--- config.mk ---
export PLATFORM = sky130hd
export DESIGN_NAME = sprite_writer_flat
export DESIGN_NICKNAME = d
export VERILOG_FILES = /design/src/rtl/sprite_writer_if.sv /design/src/rtl/sprite_writer.sv /design/src/flat_wrapper.sv
export SDC_FILE = /design/constraint.sdc
export NUM_CORES = 1
export LEC_CHECK = 0
export CAP_MARGIN = 20
export CORE_ASPECT_RATIO = 1.75
export CORE_MARGIN = 2
export CORE_UTILIZATION = 58
export CTS_CLUSTER_SIZE = 40
export DETAILED_ROUTE_END_ITERATION = 16
export HOLD_SLACK_MARGIN = 0.08
export PLACE_DENSITY = 0.86
export SLEW_MARGIN = 10
export SYNTH_ARGS = -nofsm -noshare
export SYNTH_HDL_FRONTEND = slang
export SYNTH_SLANG_ARGS = --single-unit
--- constraint.sdc ---
create_clock -name pixel_clk -period 6.25 [get_ports pixel_clk]
set_clock_uncertainty 0.15 [all_clocks]
set_input_delay 1.25 -clock pixel_clk [delete_from_list [all_inputs] [get_ports pixel_clk]]
set_output_delay 1.25 -clock pixel_clk [all_outputs]
set_load 0.01 [all_outputs]
--- src/rtl/sprite_writer_if.sv ---
// Sprite writer bus: pixel stream in, framebuffer write port and status out.
// master = the side that feeds the block, slave = the sprite writer itself.
interface sprite_writer_if #(
  parameter int unsigned ADDR_W = 20
) ();
  logic              start;
  logic [10:0]       x;
  logic [9:0]        y;
  logic [7:0]        in_data;
  logic              in_valid;
  logic              in_ready;
  logic              we;
  logic [ADDR_W-1:0] waddr;
  logic [7:0]        wdata;
  logic              busy;
  logic              done;

  modport master (
    output start, x, y, in_data, in_valid,
    input  in_ready, we, waddr, wdata, busy, done
  );

  modport slave (
    input  start, x, y, in_data, in_valid,
    output in_ready, we, waddr, wdata, busy, done
  );
endinterface

--- src/rtl/sprite_writer.sv ---
// Sprite writer: streams a WIDTH x HEIGHT sprite in raster order into a
// framebuffer at (x, y), dropping pixels that land outside the framebuffer.
module sprite_writer #(
  parameter int unsigned WIDTH     = 400,
  parameter int unsigned HEIGHT    = 300,
  parameter int unsigned FB_WIDTH  = 1024,
  parameter int unsigned FB_HEIGHT = 768,
  parameter int unsigned ADDR_W    = 20
) (
  input logic             pixel_clk,
  input logic             reset,
  sprite_writer_if.slave  bus
);

  localparam int unsigned COL_W = (WIDTH > 1) ? $clog2(WIDTH) : 1;
  localparam int unsigned ROW_W = (HEIGHT > 1) ? $clog2(HEIGHT) : 1;
  localparam logic [COL_W-1:0] COL_LAST = COL_W'(WIDTH - 1);
  localparam logic [ROW_W-1:0] ROW_LAST = ROW_W'(HEIGHT - 1);

  typedef enum logic {StIdle, StLoad} state_e;

  state_e            state_q, state_d;
  logic [COL_W-1:0]  col_q, col_d;
  logic [ROW_W-1:0]  row_q, row_d;
  logic [10:0]       x_q, x_d;
  logic [9:0]        y_q, y_d;
  logic              we_q, we_d;
  logic [ADDR_W-1:0] waddr_q, waddr_d;
  logic [7:0]        wdata_q, wdata_d;
  logic              done_q, done_d;

  logic              accept;
  logic [11:0]       dc;
  logic [10:0]       dr;
  logic              clipped;
  logic [ADDR_W-1:0] addr;

  // Destination is widened so the clip test sees the true coordinate.
  assign accept  = (state_q == StLoad) && bus.in_valid;
  assign dc      = {1'b0, x_q} + 12'(col_q);
  assign dr      = {1'b0, y_q} + 11'(row_q);
  assign clipped = (32'(dc) >= FB_WIDTH) || (32'(dr) >= FB_HEIGHT);
  assign addr    = ADDR_W'(dc) + ADDR_W'(dr) * ADDR_W'(FB_WIDTH);

  // State and datapath registers; reset clears everything at once.
  always_ff @(posedge pixel_clk or posedge reset) begin
    if (reset) begin
      state_q <= StIdle;
      col_q   <= '0;
      row_q   <= '0;
      x_q     <= '0;
      y_q     <= '0;
      we_q    <= 1'b0;
      waddr_q <= '0;
      wdata_q <= '0;
      done_q  <= 1'b0;
    end else begin
      state_q <= state_d;
      col_q   <= col_d;
      row_q   <= row_d;
      x_q     <= x_d;
      y_q     <= y_d;
      we_q    <= we_d;
      waddr_q <= waddr_d;
      wdata_q <= wdata_d;
      done_q  <= done_d;
    end
  end

  // Next-state: latch origin on start, walk col/row per accepted pixel.
  always_comb begin
    state_d = state_q;
    col_d   = col_q;
    row_d   = row_q;
    x_d     = x_q;
    y_d     = y_q;
    we_d    = 1'b0;
    waddr_d = waddr_q;
    wdata_d = wdata_q;
    done_d  = 1'b0;
    unique case (state_q)
      StIdle: begin
        if (bus.start) begin
          x_d     = bus.x;
          y_d     = bus.y;
          col_d   = '0;
          row_d   = '0;
          state_d = StLoad;
        end
      end
      StLoad: begin
        if (accept) begin
          if (!clipped) begin
            we_d    = 1'b1;
            waddr_d = addr;
            wdata_d = bus.in_data;
          end
          if (col_q == COL_LAST) begin
            col_d = '0;
            row_d = row_q + 1'b1;
            if (row_q == ROW_LAST) begin
              state_d = StIdle;
              done_d  = 1'b1;
            end
          end else begin
            col_d = col_q + 1'b1;
          end
        end
      end
      default: state_d = StIdle;
    endcase
  end

  // busy stretches over the done cycle, when the FSM is already idle.
  assign bus.in_ready = (state_q == StLoad);
  assign bus.busy     = (state_q == StLoad) || done_q;
  assign bus.we       = we_q;
  assign bus.waddr    = waddr_q;
  assign bus.wdata    = wdata_q;
  assign bus.done     = done_q;

endmodule

--- src/flat_wrapper.sv ---
// flat-port wrapper written by rule: the top's interface ports become plain ports
module sprite_writer_flat 
#(
  parameter int unsigned WIDTH     = 400,
  parameter int unsigned HEIGHT    = 300,
  parameter int unsigned FB_WIDTH  = 1024,
  parameter int unsigned FB_HEIGHT = 768,
  parameter int unsigned ADDR_W    = 20
)
  (pixel_clk, reset, bus_start, bus_x, bus_y, bus_in_data, bus_in_valid, bus_in_ready, bus_we, bus_waddr, bus_wdata, bus_busy, bus_done);
  sprite_writer_if #(.ADDR_W(ADDR_W)) bus_i ();
  input logic pixel_clk;
  input logic reset;
  input wire logic [$bits(bus_i.start)-1:0] bus_start;
  input wire logic [$bits(bus_i.x)-1:0] bus_x;
  input wire logic [$bits(bus_i.y)-1:0] bus_y;
  input wire logic [$bits(bus_i.in_data)-1:0] bus_in_data;
  input wire logic [$bits(bus_i.in_valid)-1:0] bus_in_valid;
  output wire logic [$bits(bus_i.in_ready)-1:0] bus_in_ready;
  output wire logic [$bits(bus_i.we)-1:0] bus_we;
  output wire logic [$bits(bus_i.waddr)-1:0] bus_waddr;
  output wire logic [$bits(bus_i.wdata)-1:0] bus_wdata;
  output wire logic [$bits(bus_i.busy)-1:0] bus_busy;
  output wire logic [$bits(bus_i.done)-1:0] bus_done;
  assign bus_i.start = bus_start;
  assign bus_i.x = bus_x;
  assign bus_i.y = bus_y;
  assign bus_i.in_data = bus_in_data;
  assign bus_i.in_valid = bus_in_valid;
  assign bus_in_ready = bus_i.in_ready;
  assign bus_we = bus_i.we;
  assign bus_waddr = bus_i.waddr;
  assign bus_wdata = bus_i.wdata;
  assign bus_busy = bus_i.busy;
  assign bus_done = bus_i.done;
  sprite_writer #(.WIDTH(WIDTH), .HEIGHT(HEIGHT), .FB_WIDTH(FB_WIDTH), .FB_HEIGHT(FB_HEIGHT), .ADDR_W(ADDR_W)) u_core (.pixel_clk(pixel_clk), .reset(reset), .bus(bus_i));
endmodule
==> results_dict.tcl <==
set metrics [dict create \
    synth_top_family_by_area "multiplexers" \
    crit_fanout 6 \
    io_pins 65 \
    drv_slew 0 \
    grt_first_pass_wirelength_um 13200 \
    most-common-layout-cells "dfrtp_1 (70), clkdlybuf4s50_1 (64), mux2_2 (37)" \
    async_flop_share 1.00 \
    fill_cells 460 \
    initialDrtViolationCount 143 \
    ys_ff_latch 70 \
    cts.sinks 70 \
    min_path_type "flip-flop to flip-flop" \
    finalCritPeriodShare 0.620 \
    postSynthNetCount 407 \
    fin_ws_ns 2.37 \
    dpl_cell_area_um2 4620 \
    critPathRequiredTime_ns 6.32 \
    viasPerCell 5.76 \
    drtPass1Iterations 4 \
    period_needed_ns 3.88 \
    grt-ovfl-total 0 \
    n_antenna_cell 0 \
    wl_per_cell_um 15.9 \
    maxCapViolations 0 \
    post_cts.repair.setup_buffers 0 \
    grt_pass1_vias 3012 \
    synth_compound_area_frac 0.104 \
    crit_path_start_kind "flip-flop" \
    synthMuxAreaShare 0.153 \
    final_common_cell "dfrtp_1" \
    worst-setup-path-type "flip-flop to flip-flop" \
    finalPower_mw 1.39 \
    yosysUniqueCellTypes 46 \
    rsz0062_at_grt "no" \
    powerDensity_nw_per_um2 283 \
    max_stage_delay_ns 0.43 \
    place_congestion 0.890 \
    postRouteAntennaNets 0 \
    dieArea_um2 7430 \
    clkTransAtPathRegs_ns 0.05 \
    wl_um 8040 \
    core-area_um2 6540 \
    cts_buffer_depth 2 \
    cts_resized 0 \
    dieWidth_um 66.0 \
    synth_edf_count 0 \
    peakVddDrop_mv 0.204 \
    synthSimpleGateAreaFrac 0.111 \
    pre_cts_ws_ns 2.40 \
    endpoint_kind "flip-flop" \
    ctsHoldBuffers 0 \
    grt_usage 0.236 \
    cts_tree "built" \
    path_cells "ha_1 -> fa_1 -> a211oi_1 -> o21bai_1 -> a21oi_1 -> a21oi_1 -> xnor2_1 -> ha_1 -> inv_1 -> fa_1 -> nor2_1 -> nor4b_1 -> xnor2_1 -> mux2_2" \
    post-route-util 0.750 \
    clk_latency_ns 0.34 \
    htree_num_levels 3 \
    setup_violations 0 \
    final_nets 477 \
    syn_area_per_cell_um2 11.2 \
    leakage_nw 2.26 \
    num_vias 2905 \
    critPathArrivalTime_ns 3.95 \
    grt_antenna_before_repair 0 \
    dpl.hpwl_um 5900 \
    rows 39 \
    grt_max_degree 47 \
    cts_made_buffers 9 \
    tns_ns 0 \
    status "complete, no violations" \
    layout-drive-gt1-share 0.164 \
    syn_inst 349 \
    relSlewSlack 0.451 \
    ys_warn_count 0 \
    worstMarginPinSlew_ns 0.819 \
    synthAdderAreaFrac 0.0858 \
    syn_to_final_growth_pct 25.5 \
    start_util 0.597 \
    io_buffers 64 \
    ys.flop_type "dfrtp_1" \
    syn_area_um2 3910 \
    die_height_um 113 \
    fmax_mhz 258 \
    cts_root_buf "clkbuf_16" \
    design_area_um2 4900 \
    drc_errors 0 \
    hold_violations 0 \
    cp_slowest_cell "dfrtp_1" \
    synth_xor_area_frac 0.0695 \
    seq_area_frac_synth 0.448 \
]
==> state kept, by name, summed over array words and instances (netlist names) <==
register             cells
u_core.bus.done          1
u_core.col_q             9
u_core.bus.we            1
u_core.x_q              11
u_core.y_q              10
u_core.bus.wdata         8
u_core.bus.in_ready      1
u_core.bus.waddr        20
u_core.row_q             9
==> kinds of logic (layout without fill, tap and decap cells) <==
logic type / Yosys count / after routing
compound gates: 65 / 65
flops: 70 / 70
fa+ha+maj: 25 / 25
simple gates: 86 / 86
mux: 50 / 50
xor+xnor: 31 / 31
buf+inv: 22 / 95
==> per-layer routing <==
| layer | vias to the layer above | GRT usage | routed length [µm] |
|---|---|---|---|
| met4 | 0 | 0.150 | 271 |
| met5 | - | 0 | 0 |
| met3 | 20 | 0.0501 | 301 |
| met1 | 1422 | 0.256 | 3120 |
| met2 | 76 | 0.405 | 4340 |
| li1 | 1387 | - | - |
==> area by class of cell <==
cell class / count / area [µm²] / area share
clock inverters: 1 / 7.51 / 0.00153
flip-flops and latches: 70 / 1750 / 0.357
repair buffers: 67 / 683 / 0.139
well taps: 82 / 103 / 0.0209
inverters: 14 / 52.6 / 0.0107
clock buffers: 13 / 250 / 0.0510
multi-input cells: 257 / 2060 / 0.419
==> metrics by stage <==
step	instances	hold WS, ns
final	504	0.350
after floorplan	349	0.337
after CTS	503	0.354
after detailed placement	489	0.343
after global placement	489	0.335
after global routing	504	0.371
==> synthesized netlist by cell type (all sizes together), types with 2 or more instances <==
master  count  area [µm²]
nand4b      2        17.5
nand4       7        43.8
and3        4        25.0
nor4        3        18.8
a211oi      2        20.0
clkbuf      3        11.3
nor3        2        10.0
o211ai      4        35.0
nand3       9        45.0
ha         22         275
o21bai      3        22.5
and2        2        12.5
o21ai      15        75.1
mux2i       3        30.0
nor2b       2        12.5
a21o        8        60.1
fa          3        60.1
nand2b      3        18.8
dfrtp      70        1750
xnor2      16         140
nand2      22        82.6
buf         5        46.3
or3         6        37.5
mux2       47         567
xor2       15         131
a21oi      26         134
inv        14        52.6
nor2       20        75.1
==> final timing paths <==
check / from / to / slack (ns) / depth (start not counted)
max: u_core.col_q[0] / u_core.bus.waddr[18] / 2.37 / 14
min: u_core.bus.wdata[5] / u_core.bus.wdata[5] / 0.35 / 1
max reg2reg: u_core.col_q[0] / u_core.bus.waddr[18] / 2.37 / 14
min reg2reg: u_core.bus.wdata[5] / u_core.bus.wdata[5] / 0.35 / 1
max in group asynchronous: reset / u_core.bus.wdata[2] / 3.86 / 3
min in group asynchronous: reset / u_core.bus.wdata[6] / 1.11 / 2
==> where the power goes <==
part / internal (mW) / switching [mW]
Combinational: 0.210 / 0.151
Clock: 0.275 / 0.174
Sequential: 0.523 / 0.0566
==> critical path, delay by kind of cell (launching register included) <==
family | cells | cell delay [ns]
AO/OA/AOI/OAI | 4 | 0.85
flip-flops | 1 | 0.43
XOR/XNOR | 2 | 0.27
AND/OR/NAND/NOR | 2 | 0.51
buffers and inverters | 1 | 0.05
multiplexers | 1 | 0.26
adder cells (fa/ha/maj) | 4 | 1.23
Note: power is estimated with default switching activity, not from simulation.
